--- src/rtl/dlsc_pcie_s6_tx_arb.sv ---
// Packet-granular round-robin arbiter in front of the Spartan-6 PCIe TLP
// transmit interface. One source owns the output from its first beat until
// its last beat is accepted, so TLPs never interleave. The output beat is
// registered with a single-stage skid-free register that supports 1 beat/cycle.
module dlsc_pcie_s6_tx_arb #(
  parameter int SOURCES  = 3,
  parameter int SRC_BITS = 2,
  parameter int BUF_MIN  = 1
) (
  input  logic                    clk,
  input  logic                    rst,
  output logic [SOURCES-1:0]      in_ready,
  input  logic [SOURCES-1:0]      in_valid,
  input  logic [SOURCES*32-1:0]   in_data,
  input  logic [SOURCES-1:0]      in_last,
  input  logic [SOURCES-1:0]      in_allow,
  input  logic [5:0]              tx_buf_av,
  input  logic                    tx_ready,
  output logic                    tx_valid,
  output logic [31:0]             tx_data,
  output logic                    tx_last,
  output logic [SRC_BITS-1:0]     tx_src,
  output logic                    idle
);

  localparam logic [0:0] ST_IDLE = 1'b0;
  localparam logic [0:0] ST_PKT  = 1'b1;

  localparam logic [5:0]        BUF_MIN_L = 6'(BUF_MIN);
  localparam logic [SRC_BITS:0] SRC_CNT   = (SRC_BITS+1)'(SOURCES);

  logic [0:0]          state_q, state_d;
  logic [SRC_BITS-1:0] grant_q, grant_d;
  logic [SRC_BITS-1:0] last_grant_q, last_grant_d;
  logic                tx_valid_q, tx_valid_d;
  logic [31:0]         tx_data_q, tx_data_d;
  logic                tx_last_q, tx_last_d;
  logic [SRC_BITS-1:0] tx_src_q, tx_src_d;

  logic [SOURCES-1:0]  req;
  logic                arb_hit;
  logic [SRC_BITS-1:0] arb_sel;
  logic                buf_ok;
  logic                out_free;
  logic                pkt_active;
  logic                accept;
  logic [31:0]         src_data [SOURCES];

  // Slice the flat data bus into one word per source.
  for (genvar gi = 0; gi < SOURCES; gi++) begin : g_src
    assign src_data[gi] = in_data[32*gi +: 32];
    assign in_ready[gi] = pkt_active && out_free && (grant_q == SRC_BITS'(gi));
  end

  assign req        = in_valid & in_allow;
  assign buf_ok     = (tx_buf_av >= BUF_MIN_L);
  assign out_free   = !tx_valid_q || tx_ready;
  assign pkt_active = (state_q == ST_PKT);
  assign accept     = pkt_active && out_free && in_valid[grant_q];

  // Round-robin pick: first requester strictly after last_grant, wrapping.
  always_comb begin
    logic [SRC_BITS:0] cand;
    arb_hit = 1'b0;
    arb_sel = '0;
    cand    = '0;
    for (int k = 1; k <= SOURCES; k++) begin
      cand = {1'b0, last_grant_q} + (SRC_BITS+1)'(k);
      if (cand >= SRC_CNT) begin
        cand = cand - SRC_CNT;
      end
      if (!arb_hit && req[cand[SRC_BITS-1:0]]) begin
        arb_hit = 1'b1;
        arb_sel = cand[SRC_BITS-1:0];
      end
    end
  end

  // Grant FSM: arbitrate in idle, hold the grant until the last beat is taken.
  always_comb begin
    state_d      = state_q;
    grant_d      = grant_q;
    last_grant_d = last_grant_q;
    case (state_q)
      ST_IDLE: begin
        if (arb_hit && buf_ok) begin
          grant_d = arb_sel;
          state_d = ST_PKT;
        end
      end
      default: begin
        if (accept && in_last[grant_q]) begin
          state_d      = ST_IDLE;
          last_grant_d = grant_q;
        end
      end
    endcase
  end

  // Output register: load on accept, drain on tx_ready, otherwise hold.
  always_comb begin
    tx_valid_d = tx_valid_q;
    tx_data_d  = tx_data_q;
    tx_last_d  = tx_last_q;
    tx_src_d   = tx_src_q;
    if (accept) begin
      tx_valid_d = 1'b1;
      tx_data_d  = src_data[grant_q];
      tx_last_d  = in_last[grant_q];
      tx_src_d   = grant_q;
    end else if (tx_ready) begin
      tx_valid_d = 1'b0;
    end
  end

  // State and output registers; reset abandons any packet in flight.
  always_ff @(posedge clk) begin
    if (rst) begin
      state_q      <= ST_IDLE;
      grant_q      <= '0;
      last_grant_q <= SRC_BITS'(SOURCES-1);
      tx_valid_q   <= 1'b0;
      tx_data_q    <= '0;
      tx_last_q    <= 1'b0;
      tx_src_q     <= '0;
    end else begin
      state_q      <= state_d;
      grant_q      <= grant_d;
      last_grant_q <= last_grant_d;
      tx_valid_q   <= tx_valid_d;
      tx_data_q    <= tx_data_d;
      tx_last_q    <= tx_last_d;
      tx_src_q     <= tx_src_d;
    end
  end

  assign tx_valid = tx_valid_q;
  assign tx_data  = tx_data_q;
  assign tx_last  = tx_last_q;
  assign tx_src   = tx_src_q;
  assign idle     = (state_q == ST_IDLE) && !tx_valid_q;

endmodule

--- config.mk ---
export PLATFORM = sky130hd
export DESIGN_NAME = dlsc_pcie_s6_tx_arb
export DESIGN_NICKNAME = d
export VERILOG_FILES = /design/src/rtl/dlsc_pcie_s6_tx_arb.sv
export SDC_FILE = /design/constraint.sdc
export NUM_CORES = 1
export LEC_CHECK = 0
export CAP_MARGIN = 15
export CORE_ASPECT_RATIO = 0.7
export CORE_MARGIN = 2
export CORE_UTILIZATION = 38
export CTS_BUF_LIST = sky130_fd_sc_hd__clkbuf_4
export DETAILED_ROUTE_END_ITERATION = 12
export HOLD_SLACK_MARGIN = 0.06
export PLACE_DENSITY = 0.82
export SLEW_MARGIN = 25
export SYNTH_ARGS = -nofsm -noshare
export SYNTH_HDL_FRONTEND = slang
export SYNTH_SLANG_ARGS = --single-unit
--- constraint.sdc ---
create_clock -name clk -period 2.4 [get_ports clk]
set_input_delay 0.48 -clock clk [delete_from_list [all_inputs] [get_ports clk]]
set_output_delay 0.48 -clock clk [all_outputs]
set_load 0.02 [all_outputs]
==> out/metrics.cfg <==
[run_status]
status=completed

[routing]
drtIter0Drc=92
dr.pass1.iters=4
vias_per_cell=5.33
antenna_violating_nets_post_route=0
drc_errors=0
drt-wirelength-per-cell_um=15.8
routed-via-count=2748
wirelength_routed_mm=8.14

[setup_path]
critical_path.cell_chain=inv_1, ha_1, or4bb_1, o21ai_0, o31ai_2, a221oi_1
worst_ep_required_time_ns=2.64
startpoint_type=register
worstReg2RegEnd=grant_q[1]
timing_worst_setup_path_type=register to register
crit_path_max_fanout=8
worstRegToRegCells=6
cpPeakStageDelay_ns=0.56
critical_path_arrival_ns=2.48
crit_slowest_cell=sky130_fd_sc_hd__or4bb_1
timing.reg2reg.setup_slack_ns=0.15
worst_setup_sp=last_grant_q[0]
timing.critical_path.to=grant_q[1]
r2r_start=last_grant_q[0]
critPathCaptureType=register

[sta]
max_slew.worst_pin.slew_ns=0.983
finalWorstSetupSlack_ns=0.154
layout_worst_path_cycle_share=0.936
final_max_slew_viol_count=0
totalNegativeSetupSlack_ns=0
clock_skew_ns=0.00838
grt_setup_unrepaired=no
setup_viol=0
post-route-min-period_ns=2.25
hold_viol_final=0
max-slew-margin-rel=0.343
achievable-frequency_ghz=0.445

[power]
irDropWorstVdd_v=0.000229
power_total_mw=2.10
power-per-cell-area_nw_per_um2=506
p_leak_nw=1.48

[layout]
antenna_cells=0
final_layout_size_suffix_gt1_frac=0.112
final-instance-count-excl-fill=516
num-nets-final=554
area_growth_syn_to_fin_pct=65.4
layout.core_utilization=0.659

[flow_run]
drv_cap=0

[logic_synthesis]
syn-num-nets=410
synthDistinctLibCells=39
synthesis.area_um2=2510
yosysWarningCount=0
seq_area_frac_synth=0.327
gate_count_after_technology_mapping=293
post_synth.cell_area_avg_um2=8.57
postSynthRegisterBits=41

[die]
placement_rows=24
coreArea_um2=6310
die_x_um=101
num_io_pins=154
die-height_um=72.0
initial_cell_density_of_the_core=0.398
fp.dieArea_um2=7290

[cts]
clkSinkCount=41
clockRootBuffer=sky130_fd_sc_hd__clkbuf_4
clk_latency_ns=0.33
clkTransAtPathRegs_ns=0.12
post_cts_hold_buffer_count=0
cts-htree-levels=2
cts_buffers=5
tritoncts=yes
cts_max_path_bufs=2

[grt]
gr-total-overflow=0
track_usage=0.221
grt_start_max_net_pins=37
vias_in_the_first_global_route=2720
grt_antenna_before_repair=0
grt_pass1_wl_mm=13.0

[placement]
gp_congestion=0.787
dp_worst_setup_slack_ns=-0.130
port_buffers=153
dp_cells=508
post-dp-hpwl_mm=6.14

[hold_path]
worstHoldPathType=register to register

-- where the power goes --
part / leakage, nW / internal, mW / total (mW) / switching (mW)
logic: 1.11 / 0.489 / 0.963 / 0.475
clock network: 0.0354 / 0.123 / 0.339 / 0.215
registers: 0.336 / 0.753 / 0.801 / 0.0481
-- state kept, by name (all words and copies together), names as in the netlist --
signal	count
tx_valid	1
tx_data	32
tx_src	2
last_grant_q	2
tx_last	1
grant_q	2
pkt_active	1
-- cells by family (layout without fill, tap and decap cells) --
group | after synthesis | count (layout) | share of synthesized area
DFF | 41 | 41 | 0.327
adders and majority gates | 3 | 3 | 0.0149
buffers and inverters | 31 | 176 | 0.0578
muxes | 38 | 38 | 0.152
AOI/OAI and AO/OA | 120 | 120 | 0.339
and+or+nand+nor | 60 | 60 | 0.109
-- cells in the mapped netlist, drive strengths merged --
master	instances	share of area
o32ai	1	0.0035
a311oi	1	0.0035
nand2b	4	0.010
o21ba	1	0.0040
nand3	3	0.0060
nor2b	2	0.0050
a21boi	2	0.0060
and2	1	0.0025
a2bb2oi	2	0.0095
a211oi	32	0.14
clkbuf	14	0.021
mux2i	37	0.15
a21o	1	0.0030
nor2	38	0.058
a21oi	70	0.14
mux2	1	0.0045
buf	13	0.031
nor3b	1	0.0030
inv	4	0.0060
o21ai	4	0.0080
nor3	3	0.0080
and3	1	0.0025
nand2	5	0.0075
o2bb2ai	2	0.014
o31ai	2	0.0060
o21a	1	0.0030
ha	3	0.015
nor4	1	0.0025
dfxtp	41	0.33
or4bb	1	0.0045
a221oi	1	0.0035
-- through the flow --
step                      cell area [um2]  hold WS (ns)
after floorplan                      2510         0.482
after global placement               4100         0.476
after detailed placement             4100         0.471
after CTS                            4150         0.492
after global routing                 4150         0.542
final                                4150         0.497
-- final cells by class --
class | count | area (um2)
clock buffers | 6 | 45.0
fillers | 548 | 2150
repair buffers | 164 | 1610
flip-flops and latches | 41 | 822
multi-input cells | 221 | 1560
inverters | 4 | 15.0
clock inverters | 2 | 10.0
well taps | 78 | 97.6
-- placed cells by master (no fill, tap or decap), types with 2 or more instances in the layout --
| cell type | n |
|---|---|
| sky130_fd_sc_hd__o21ai_0 | 4 |
| sky130_fd_sc_hd__a211oi_2 | 20 |
| sky130_fd_sc_hd__inv_1 | 4 |
| sky130_fd_sc_hd__nand2b_1 | 4 |
| sky130_fd_sc_hd__a21oi_1 | 70 |
| sky130_fd_sc_hd__ha_1 | 3 |
| sky130_fd_sc_hd__clkbuf_4 | 6 |
| sky130_fd_sc_hd__a211oi_1 | 12 |
| sky130_fd_sc_hd__mux2i_1 | 37 |
| sky130_fd_sc_hd__nand2_1 | 5 |
| sky130_fd_sc_hd__nor2_1 | 37 |
| sky130_fd_sc_hd__clkinv_2 | 2 |
| sky130_fd_sc_hd__dfxtp_1 | 40 |
| sky130_fd_sc_hd__a21boi_0 | 2 |
| sky130_fd_sc_hd__nor3_1 | 2 |
| sky130_fd_sc_hd__clkdlybuf4s50_1 | 149 |
| sky130_fd_sc_hd__dlygate4sd2_1 | 3 |
| sky130_fd_sc_hd__buf_4 | 11 |
| sky130_fd_sc_hd__nand3_1 | 3 |
-- worst min-delay path by stage --
stage,cells after the start,startpoint,slack (ns),end
5_1_grt,2,tx_src[0],0.54,tx_src[0]
3_3_place_gp,2,tx_src[0],0.48,tx_src[0]
6_report,2,tx_src[0],0.50,tx_src[0]
3_5_place_dp,2,tx_src[0],0.47,tx_src[0]
2_1_floorplan,2,pkt_active,0.48,pkt_active
4_1_cts,2,tx_src[0],0.49,tx_src[0]
-- what timing repair did --
action | in CTS | in global routing
buffers inserted | 0 | 0
gates resized for setup | 3 | 1
setup endpoints to repair | 3 | 2
-- per-layer routing --
metal	up-vias	global-route usage	share of wire	wire length, um
li1	1359	-	-	-
met1	1277	0.260	0.41	3340
met2	108	0.387	0.47	3820
met3	4	0.0848	0.11	929
met4	0	0.0420	0.0052	42
met5	-	0	0	0
-- critical path, delay by kind of cell (launching register included) --
kind,cells,cell delay [ns]
buffers and inverters,1,0.10
adder cells (fa/ha/maj),1,0.40
AO/OA/AOI/OAI,3,0.61
AND/OR/NAND/NOR,1,0.56
flip-flops,1,0.47
No activity file was read; power rests on OpenSTA's default activity.
